## config.mk

```make
export PLATFORM = sky130hd
export DESIGN_NAME = pipe_sink_sync_flat
export DESIGN_NICKNAME = d
export VERILOG_FILES = /design/src/rtl/pipe_pkg.sv /design/src/rtl/pipe_sink_sync_if.sv /design/src/rtl/pipe_sync_fifo.sv /design/src/rtl/pipe_sink_sync.sv /design/src/flat_wrapper.sv
export SDC_FILE = /design/constraint.sdc
export NUM_CORES = 1
export LEC_CHECK = 0
export CELL_PAD_IN_SITES_DETAIL_PLACEMENT = 1
export CELL_PAD_IN_SITES_GLOBAL_PLACEMENT = 1
export CORE_AREA = 4 4 68 45
export CTS_CLUSTER_SIZE = 25
export DETAILED_ROUTE_END_ITERATION = 10
export DIE_AREA = 0 0 72 49
export MAX_ROUTING_LAYER = met4
export PLACE_DENSITY_LB_ADDON = 0.05
export SKIP_CTS_REPAIR_TIMING = 1
export SLEW_MARGIN = 20
export SYNTH_ARGS = -nofsm -noshare
export SYNTH_HDL_FRONTEND = slang
export SYNTH_SLANG_ARGS = --single-unit
```

## constraint.sdc

```tcl
create_clock -name clk -period 2.4 [get_ports clk]
set_input_delay 0.72 -clock clk [delete_from_list [all_inputs] [get_ports clk]]
set_output_delay 0.72 -clock clk [all_outputs]
set_load 0.03 [all_outputs]
```

## src/rtl/pipe_pkg.sv

```systemverilog
// Shared types and defaults for the async-pipeline sink: FSM state encoding and FIFO sizing helpers.
package pipe_pkg;

    localparam int DW_DEF    = 3;
    localparam int DEPTH_DEF = 4;
    localparam int SYNC_DEF  = 2;

    typedef enum logic {
        IDLE   = 1'b0,
        ACK_HI = 1'b1
    } sink_state_t;

    function automatic int ptr_w(input int depth);
        return $clog2(depth);
    endfunction

    localparam int PTR_W = ptr_w(DEPTH_DEF);

endpackage

```

## src/rtl/pipe_sink_sync_if.sv

```systemverilog
// Bundled-data req/ack input plus valid/ready output of the pipeline sink.
interface pipe_sink_sync_if #(
    parameter int DW = pipe_pkg::DW_DEF
);
    logic          req_in;
    logic [DW-1:0] data_in;
    logic          ack_out;
    logic          out_valid;
    logic [DW-1:0] out_data;
    logic          out_ready;

    modport slave (
        input  req_in, data_in, out_ready,
        output ack_out, out_valid, out_data
    );

    modport master (
        output req_in, data_in, out_ready,
        input  ack_out, out_valid, out_data
    );
endinterface

```

## src/rtl/pipe_sync_fifo.sv

```systemverilog
// Small DEPTH x DW FIFO, head word read straight from the registered array.
// Latency: push visible on head_dat after one clk. Backpressure: full flag; pop while empty ignored.
// Push while full is accepted only together with a pop.
module pipe_sync_fifo
    import pipe_pkg::*;
#(
    parameter int DW    = DW_DEF,
    parameter int DEPTH = DEPTH_DEF
) (
    input  logic          clk,
    input  logic          rst,
    input  logic          push,
    input  logic [DW-1:0] push_dat,
    input  logic          pop,
    output logic          full,
    output logic          empty,
    output logic [DW-1:0] head_dat
);

    localparam int AW = ptr_w(DEPTH);
    localparam logic [AW:0] CNT_MAX = (AW + 1)'(DEPTH);

    logic [DW-1:0] mem [DEPTH];
    logic [AW-1:0] wr_ptr;
    logic [AW-1:0] rd_ptr;
    logic [AW:0]   cnt;
    logic          pop_ok;
    logic          push_ok;

    assign full     = (cnt == CNT_MAX);
    assign empty    = (cnt == '0);
    assign pop_ok   = pop && !empty;
    assign push_ok  = push && (!full || pop_ok);
    assign head_dat = mem[rd_ptr];

    // Reset clears the array so head_dat reads zero out of reset.
    always_ff @(posedge clk or negedge rst) begin
        if (!rst) begin
            for (int i = 0; i < DEPTH; i++) begin
                mem[i] <= '0;
            end
            wr_ptr <= '0;
            rd_ptr <= '0;
            cnt    <= '0;
        end else begin
            if (push_ok) begin
                mem[wr_ptr] <= push_dat;
                wr_ptr      <= wr_ptr + AW'(1);
            end
            if (pop_ok) begin
                rd_ptr <= rd_ptr + AW'(1);
            end
            if (push_ok && !pop_ok) begin
                cnt <= cnt + (AW + 1)'(1);
            end else if (pop_ok && !push_ok) begin
                cnt <= cnt - (AW + 1)'(1);
            end
        end
    end

endmodule

```

## src/rtl/pipe_sink_sync.sv

```systemverilog
// Sink for a 4-phase bundled-data async pipeline feeding a valid/ready FIFO port; TOKEN_CNT_EN adds tok_cnt.
// Latency: req_in rise to ack_out rise = SYNC_STAGES+1 clk edges; word on out_data one clk after capture.
// Backpressure: with the FIFO full the request is left unacknowledged until a slot frees.
module pipe_sink_sync
    import pipe_pkg::*;
#(
    parameter int DW          = DW_DEF,
    parameter int DEPTH       = DEPTH_DEF,
    parameter int SYNC_STAGES = SYNC_DEF
) (
    input  logic                clk,
    input  logic                rst,
    pipe_sink_sync_if.slave     bus
`ifdef TOKEN_CNT_EN
    ,
    output logic [15:0]         tok_cnt
`endif
);

    logic [SYNC_STAGES-1:0] sync_q;
    logic                   req_s;
    sink_state_t            state;
    logic                   ack_q;
    logic                   push;
    logic                   pop;
    logic                   full;
    logic                   empty;

    always_ff @(posedge clk or negedge rst) begin
        if (!rst) begin
            sync_q <= '0;
        end else begin
            sync_q <= {sync_q[SYNC_STAGES-2:0], bus.req_in};
        end
    end

    assign req_s = sync_q[SYNC_STAGES-1];

    // data_in is only trusted on the cycle the synchronised request is first seen high.
    assign push = (state == IDLE) && req_s && !full;

    always_ff @(posedge clk or negedge rst) begin
        if (!rst) begin
            state <= IDLE;
            ack_q <= 1'b0;
        end else begin
            case (state)
                IDLE: begin
                    if (push) begin
                        ack_q <= 1'b1;
                        state <= ACK_HI;
                    end
                end
                ACK_HI: begin
                    if (!req_s) begin
                        ack_q <= 1'b0;
                        state <= IDLE;
                    end
                end
                default: begin
                    ack_q <= 1'b0;
                    state <= IDLE;
                end
            endcase
        end
    end

    assign bus.ack_out   = ack_q;
    assign bus.out_valid = !empty;
    assign pop           = bus.out_ready && !empty;

    pipe_sync_fifo #(
        .DW    (DW),
        .DEPTH (DEPTH)
    ) u_fifo (
        .clk      (clk),
        .rst      (rst),
        .push     (push),
        .push_dat (bus.data_in),
        .pop      (pop),
        .full     (full),
        .empty    (empty),
        .head_dat (bus.out_data)
    );

`ifdef TOKEN_CNT_EN
    always_ff @(posedge clk or negedge rst) begin
        if (!rst) begin
            tok_cnt <= '0;
        end else if (push) begin
            tok_cnt <= tok_cnt + 16'd1;
        end
    end
`endif

endmodule
```

## src/flat_wrapper.sv

```systemverilog
// flat-port wrapper written by rule: the top's interface ports become plain ports
module pipe_sink_sync_flat import pipe_pkg::*;
#(
    parameter int DW          = DW_DEF,
    parameter int DEPTH       = DEPTH_DEF,
    parameter int SYNC_STAGES = SYNC_DEF
)
  (clk, rst, bus_req_in, bus_data_in, bus_out_ready, bus_ack_out, bus_out_valid, bus_out_data);
  pipe_sink_sync_if #(.DW(DW)) bus_i ();
  input  logic clk;
  input  logic rst;
  input wire logic [$bits(bus_i.req_in)-1:0] bus_req_in;
  input wire logic [$bits(bus_i.data_in)-1:0] bus_data_in;
  input wire logic [$bits(bus_i.out_ready)-1:0] bus_out_ready;
  output wire logic [$bits(bus_i.ack_out)-1:0] bus_ack_out;
  output wire logic [$bits(bus_i.out_valid)-1:0] bus_out_valid;
  output wire logic [$bits(bus_i.out_data)-1:0] bus_out_data;
  assign bus_i.req_in = bus_req_in;
  assign bus_i.data_in = bus_data_in;
  assign bus_i.out_ready = bus_out_ready;
  assign bus_ack_out = bus_i.ack_out;
  assign bus_out_valid = bus_i.out_valid;
  assign bus_out_data = bus_i.out_data;
  pipe_sink_sync #(.DW(DW), .DEPTH(DEPTH), .SYNC_STAGES(SYNC_STAGES)) u_core (.clk(clk), .rst(rst), .bus(bus_i));
endmodule
```

After elaboration in Yosys (flattened, before gate mapping)

Index checks and enable logic that the tools add are counted.
W data, S select, Z words.

Output and inout bits: 5
Bits in registers: 23
Logic and storage cells: 53
Input port bits: 7

Add/sub/neg operators: 4
Bitwise logic cells: 3
Reductions and logical operators: 16
Order comparisons: 3
Eq/ne operators: 3
Muxes and demuxes: 14

Operators with widths:

| kind                  | count |
|---|---|
| $mux W3               | 5 |
| $bwmux W12            | 1 |
| $logic_and A1 B1 Y1   | 8 |
| $bmux W3 S2           | 1 |
| $demux W3 S2          | 1 |
| $ge A3 B3 Y1 const B  | 2 |
| $not A2 Y3            | 2 |
| $add A2 B1 Y2 const B | 2 |
| $logic_not A1 Y1      | 4 |
| $mux W1               | 4 |
| $ne A2 B2 Y1 const B  | 2 |
| $pmux W1 S2           | 2 |
| $add A3 B1 Y3 const B | 1 |
| $eq A3 B3 Y1 const B  | 1 |
| $logic_not A3 Y1      | 1 |
| $lt A3 B1 Y1 const B  | 1 |
| $sub A3 B1 Y3 const B | 1 |
| $reduce_and A2 Y1     | 1 |
| $reduce_bool A2 Y1    | 1 |
| $logic_or A1 B1 Y1    | 1 |
| $not A1 Y1            | 1 |

Longest topological paths before layout

Word-level depth: 10
Gate-level depth with buffers: 9
Depth with buffers taken out: 8

Cells and area by module

Synthesis repeated with hierarchy kept, for this count alone.

Cells, all modules: 78
Area total of the unflattened synthesis: 1096.1 µm²

By module, submodules not included:

| module         | area an instance (µm²) | instances | seq. area each (µm²) | cells an instance |
|---|---|---|---|---|
| pipe_sync_fifo | 940.9                  | 1         | 475.5                | 67 |
| pipe_sink_sync | 155.1                  | 1         | 100.1                | 11 |

Worst setup path after synthesis

Ideal clock, no wire load.

Path type: register -> register
Start point: register u_core.u_fifo.cnt[0]
End point: register u_core.u_fifo.cnt[2]
Buffers on the path: 0
Data arrival time: 2111 ps
Clock period less this slack: 2191 ps
Stages on the path, launching flop included: 9
Library setup time: 79 ps
Setup slack: 209 ps
Path through: dfrtp_1 > or3_2 > nand2_1 > ha_1 > inv_1 > fa_1 > xor2_1 > nor2_1 > xor2_1

Cells in the longest elaborated chain, start to end: 9
Elaborated cells on any way between the ends: 18
Classes of those cells: 2 x add/sub; 1 x eq/ne; 2 x mux; 13 x reduce/logical

RTL lines:

| item                         | RTL line             | RTL |
|---|---|---|
| from (decl)                  | pipe_sync_fifo.sv:26 | `logic [AW:0] cnt;` |
| from (signal assigned)       | pipe_sync_fifo.sv:54 | `cnt <= cnt + (AW + 1)'(1);` |
| from (signal assigned)       | pipe_sync_fifo.sv:56 | `cnt <= cnt - (AW + 1)'(1);` |
| $logic_not A3 Y1 (*)         | pipe_sync_fifo.sv:31 | `assign empty = (cnt == '0);` |
| $logic_not A1 Y1 (*)         | -                    |  |
| net bus_out_valid            | flat_wrapper.sv:16   | `output wire logic [$bits(bus_i.out_valid)-1:0] bus_out_valid;` |
| $logic_and A1 B1 Y1          | pipe_sink_sync.sv:70 | `assign pop = bus.out_ready && !empty;` |
| $logic_and A1 B1 Y1 (*)      | pipe_sync_fifo.sv:32 | `assign pop_ok = pop && !empty;` |
| $logic_or A1 B1 Y1           | pipe_sync_fifo.sv:33 | `assign push_ok = push && (!full \|\| pop_ok);` |
| $logic_and A1 B1 Y1          | pipe_sync_fifo.sv:33 |  |
| $logic_not A1 Y1             | pipe_sync_fifo.sv:55 | `end else if (pop_ok && !push_ok) begin` |
| $logic_and A1 B1 Y1          | pipe_sync_fifo.sv:55 |  |
| $reduce_bool A2 Y1 (no line) | -                    |  |

Mark *: on every way through the listed nets, which the timed path passes. The rest lies on a longest branch. The select of a mux whose other input is x is not followed.
A chain may end at the register's enable or synchronous reset.

Worst setup path in the final report

Start point: register u_core.u_fifo.rd_ptr[0]
End point: output bus_out_data[0]

Cells in the longest elaborated chain, start to end: 4

RTL lines:

| item                                        | RTL line             | RTL |
|---|---|---|
| from (decl)                                 | pipe_sync_fifo.sv:25 | `logic [AW-1:0] rd_ptr;` |
| from (signal assigned)                      | pipe_sync_fifo.sv:51 | `rd_ptr <= rd_ptr + AW'(1);` |
| $not A2 Y3 (implied by the code)            | pipe_sync_fifo.sv:34 | `assign head_dat = mem[rd_ptr];` |
| $bmux W3 S2                                 | pipe_sync_fifo.sv:34 |  |
| $mux W3 (implied by the code) (2 in series) | pipe_sync_fifo.sv:34 |  |
| to (decl)                                   | flat_wrapper.sv:17   | `output wire logic [$bits(bus_i.out_data)-1:0] bus_out_data;` |

No other way between the ends. The select of a mux whose other input is x is not followed.

==> flow_summary.json <==
{
  "status": "complete, no violations",
  "fillers": 237,
  "finalSetupViolCount": 0,
  "hpwl_um": 1460,
  "finClkSkew_ns": 0.00162,
  "worst-r2r-setup-slack_ns": 0.18,
  "nets": 102,
  "root_buffer": "clkbuf_8",
  "synth_area_um2": 1070,
  "crit_family": "multiplexers",
  "maxCapViolCount": 0,
  "ys_seq_elements": 23,
  "grt_pass1_vias": 674,
  "vias": 586,
  "wl_per_cell_um": 16.5,
  "syn_inst": 71,
  "fp-row-count": 14,
  "synth_warnings": 0,
  "cp.required_ns": 1.68,
  "grt_use_total_pct": 13.6,
  "fin_crit_sh_pct": 92.9,
  "clockBufferDepth": 2,
  "first_iter_violations": 39,
  "startpoint_type": "register",
  "syn_nets": 84,
  "initial_core_util_pct": 44.2,
  "diodes": 0,
  "cts_tree": "done",
  "rsz0062_at_grt": "false",
  "path_class": "reg -> out",
  "htreeDepth": 1,
  "critPathMaxStageDelay_ns": 0.52,
  "r2r-start": "u_core.u_fifo.cnt[2]$_DFFE_PN0P_",
  "cts_sinks": 23,
  "fin_crit_ns": 2.23,
  "crit_path_max_fanout": 4,
  "grt_pass1_wl_um": 3430,
  "die_h_um": 49,
  "max_slew_margin_pct": 78.1,
  "hp-start": "u_core.sync_q[0]$_DFF_PN0_",
  "ant_nets": 0,
  "drc": 0,
  "worstSetupEndpointType": "output port",
  "path_cells": "mux4_2, dlymetal6s2s_1",
  "power_density_nw_per_um2": 1350,
  "area_growth_pct": 20.6,
  "finalHoldViolCount": 0,
  "worst_ep_arrival_time_ns": 1.51,
  "cts-buffers-inserted": 3,
  "gp_congestion": 0.736,
  "antenna_found_initial": 0,
  "seq_area_frac_synth_pct": 53.9,
  "insertion_delay_ns": 0.26,
  "min_to": "u_core.sync_q[1]$_DFF_PN0_",
  "vdd_drop_max_mv": 0.462,
  "drv_slew": 0,
  "fp.coreArea_um2": 2420,
  "drive_gt1_share_pct": 33.0,
  "ioPinCount": 12,
  "leakage_nw": 0.583,
  "synth_cell_types": 23,
  "drt_pre_antenna_iters": 4,
  "grt_max_degree": 24,
  "cp_slowest_cell": "mux4_2",
  "hold_class": "reg -> reg",
  "io_buffers": 11,
  "clk_pin_slew_worst_paths_ns": 0.08,
  "setup_slack_ns": 0.170,
  "r2r_end": "u_core.u_fifo.cnt[2]$_DFFE_PN0P_",
  "die-width_um": 72,
  "fin_setup_tns_ns": 0,
  "totalWireLength_um": 1980,
  "reg2reg_depth": 8,
  "post-place-ws_ns": -0.0312,
  "avgSynthCellArea_um2": 15.0,
  "worst-path-buf-inv": 1,
  "tightest_slew_ns": 0.328,
  "die_area_um2": 3530,
  "via_per_inst": 4.88,
  "grt_overflow": 0,
  "min_delay_path_depth": 0,
  "holdWs_ns": 0.353,
  "max_freq_mhz": 448
}
[Yosys cell counts]
cell type	n	area [um2]
dfrtp_1	23	576
mux2_2	12	135
ha_1	5	62.6
xnor2_1	4	35.0
inv_1	3	11.3
mux4_2	3	67.6
nand3_1	3	15.0
and3_4	2	22.5
xor2_1	2	17.5
a21o_2	1	8.76
and2_4	1	8.76
buf_6	1	11.3
clkbuf_1	1	3.75
fa_1	1	20.0
mux2_1	1	11.3
mux2_4	1	15.0
nand2_1	1	3.75
nand2b_1	1	6.26
nor2_1	1	3.75
nor2b_1	1	6.26
o21a_1	1	7.51
or3_2	1	7.51
or3b_4	1	11.3
[registers in the layout, summed over array words and instances (netlist names)]
| register | count |
|---|---|
| u_core.bus.ack_out | 1 |
| u_core.state | 1 |
| u_core.sync_q | 2 |
| u_core.u_fifo.cnt | 3 |
| u_core.u_fifo.mem | 12 |
| u_core.u_fifo.rd_ptr | 2 |
| u_core.u_fifo.wr_ptr | 2 |
[metal layers]
metal	up-vias	routed length [um]	track usage, %
li1	279	-	-
met1	295	966	18.3
met2	10	905	19.7
met3	2	89	4.53
met4	0	19	3.75
met5	-	0	-
[cells in the final DEF, fill, tap and decap left out]
| cell type | count |
|---|---|
| a21o_2 | 1 |
| and2_4 | 1 |
| and3_4 | 2 |
| buf_4 | 4 |
| clkbuf_1 | 1 |
| clkbuf_8 | 3 |
| clkdlybuf4s50_1 | 7 |
| dfrtp_1 | 23 |
| dlymetal6s2s_1 | 4 |
| fa_1 | 1 |
| ha_1 | 5 |
| inv_1 | 3 |
| mux2_1 | 1 |
| mux2_2 | 12 |
| mux2_4 | 1 |
| mux4_2 | 3 |
| nand2_1 | 1 |
| nand2b_1 | 1 |
| nand3_1 | 3 |
| nor2_1 | 1 |
| nor2b_1 | 1 |
| o21a_1 | 1 |
| or3_2 | 1 |
| or3b_4 | 1 |
| xnor2_1 | 4 |
| xor2_1 | 2 |
[cells by family (layout without fill, tap and decap cells)]
group | Yosys count | count (layout) | share of synthesized area, %
compound gates | 2 | 2 | 1.52
xor+xnor | 6 | 6 | 4.92
fa+ha+maj | 6 | 6 | 7.74
buf+inv | 5 | 22 | 2.46
flops | 23 | 23 | 53.9
mux | 17 | 17 | 21.5
simple gates | 12 | 12 | 7.97
[power breakdown]
group	internal, W	leakage [nW]	total (W)	switching (W)
Clock	0.000118	0.0228	0.000235	0.000117
Sequential	0.000566	0.270	0.000704	0.000138
Combinational	0.000448	0.290	0.000804	0.000356
[cell type report]
type / count / area (um2) / area share, %
Clock buffer: 4 / 45.0 / 3.50
Tap cell: 32 / 40.0 / 3.11
Multi-Input combinational cell: 43 / 465 / 36.2
Sequential cell: 23 / 576 / 44.7
Timing Repair Buffer: 15 / 150 / 11.7
Inverter: 3 / 11.3 / 0.875
[metrics by stage]
step	instance area, um2	std cells	utilization [%]	total power [W]
final	1290	120	53.3	0.00174
after global routing	1290	120	53.3	0.00187
after CTS	1280	120	52.8	0.00178
after detailed placement	1230	116	51.0	0.00153
after global placement	1230	116	51.0	0.00150
after floorplan	1070	71	-	0.00125
[how the worst max path moves through the flow]
stage,from,end,slack (ns),cells past startpoint
after floorplan,u_core.u_fifo.cnt[0]$_DFFE_PN0P_,u_core.u_fifo.cnt[2]$_DFFE_PN0P_,0.21,8
after global placement,bus_out_ready,u_core.u_fifo.cnt[1]$_DFFE_PN0P_,0.06,6
after detailed placement,bus_out_ready,u_core.u_fifo.cnt[2]$_DFFE_PN0P_,-0.03,8
after CTS,u_core.u_fifo.rd_ptr[0]$_DFFE_PN0P_,bus_out_data[0],-0.21,2
after global routing,u_core.u_fifo.cnt[2]$_DFFE_PN0P_,u_core.u_fifo.cnt[2]$_DFFE_PN0P_,0.008,8
final,u_core.u_fifo.rd_ptr[0]$_DFFE_PN0P_,bus_out_data[0],0.17,2
Note: power is estimated with default switching activity, not from simulation.
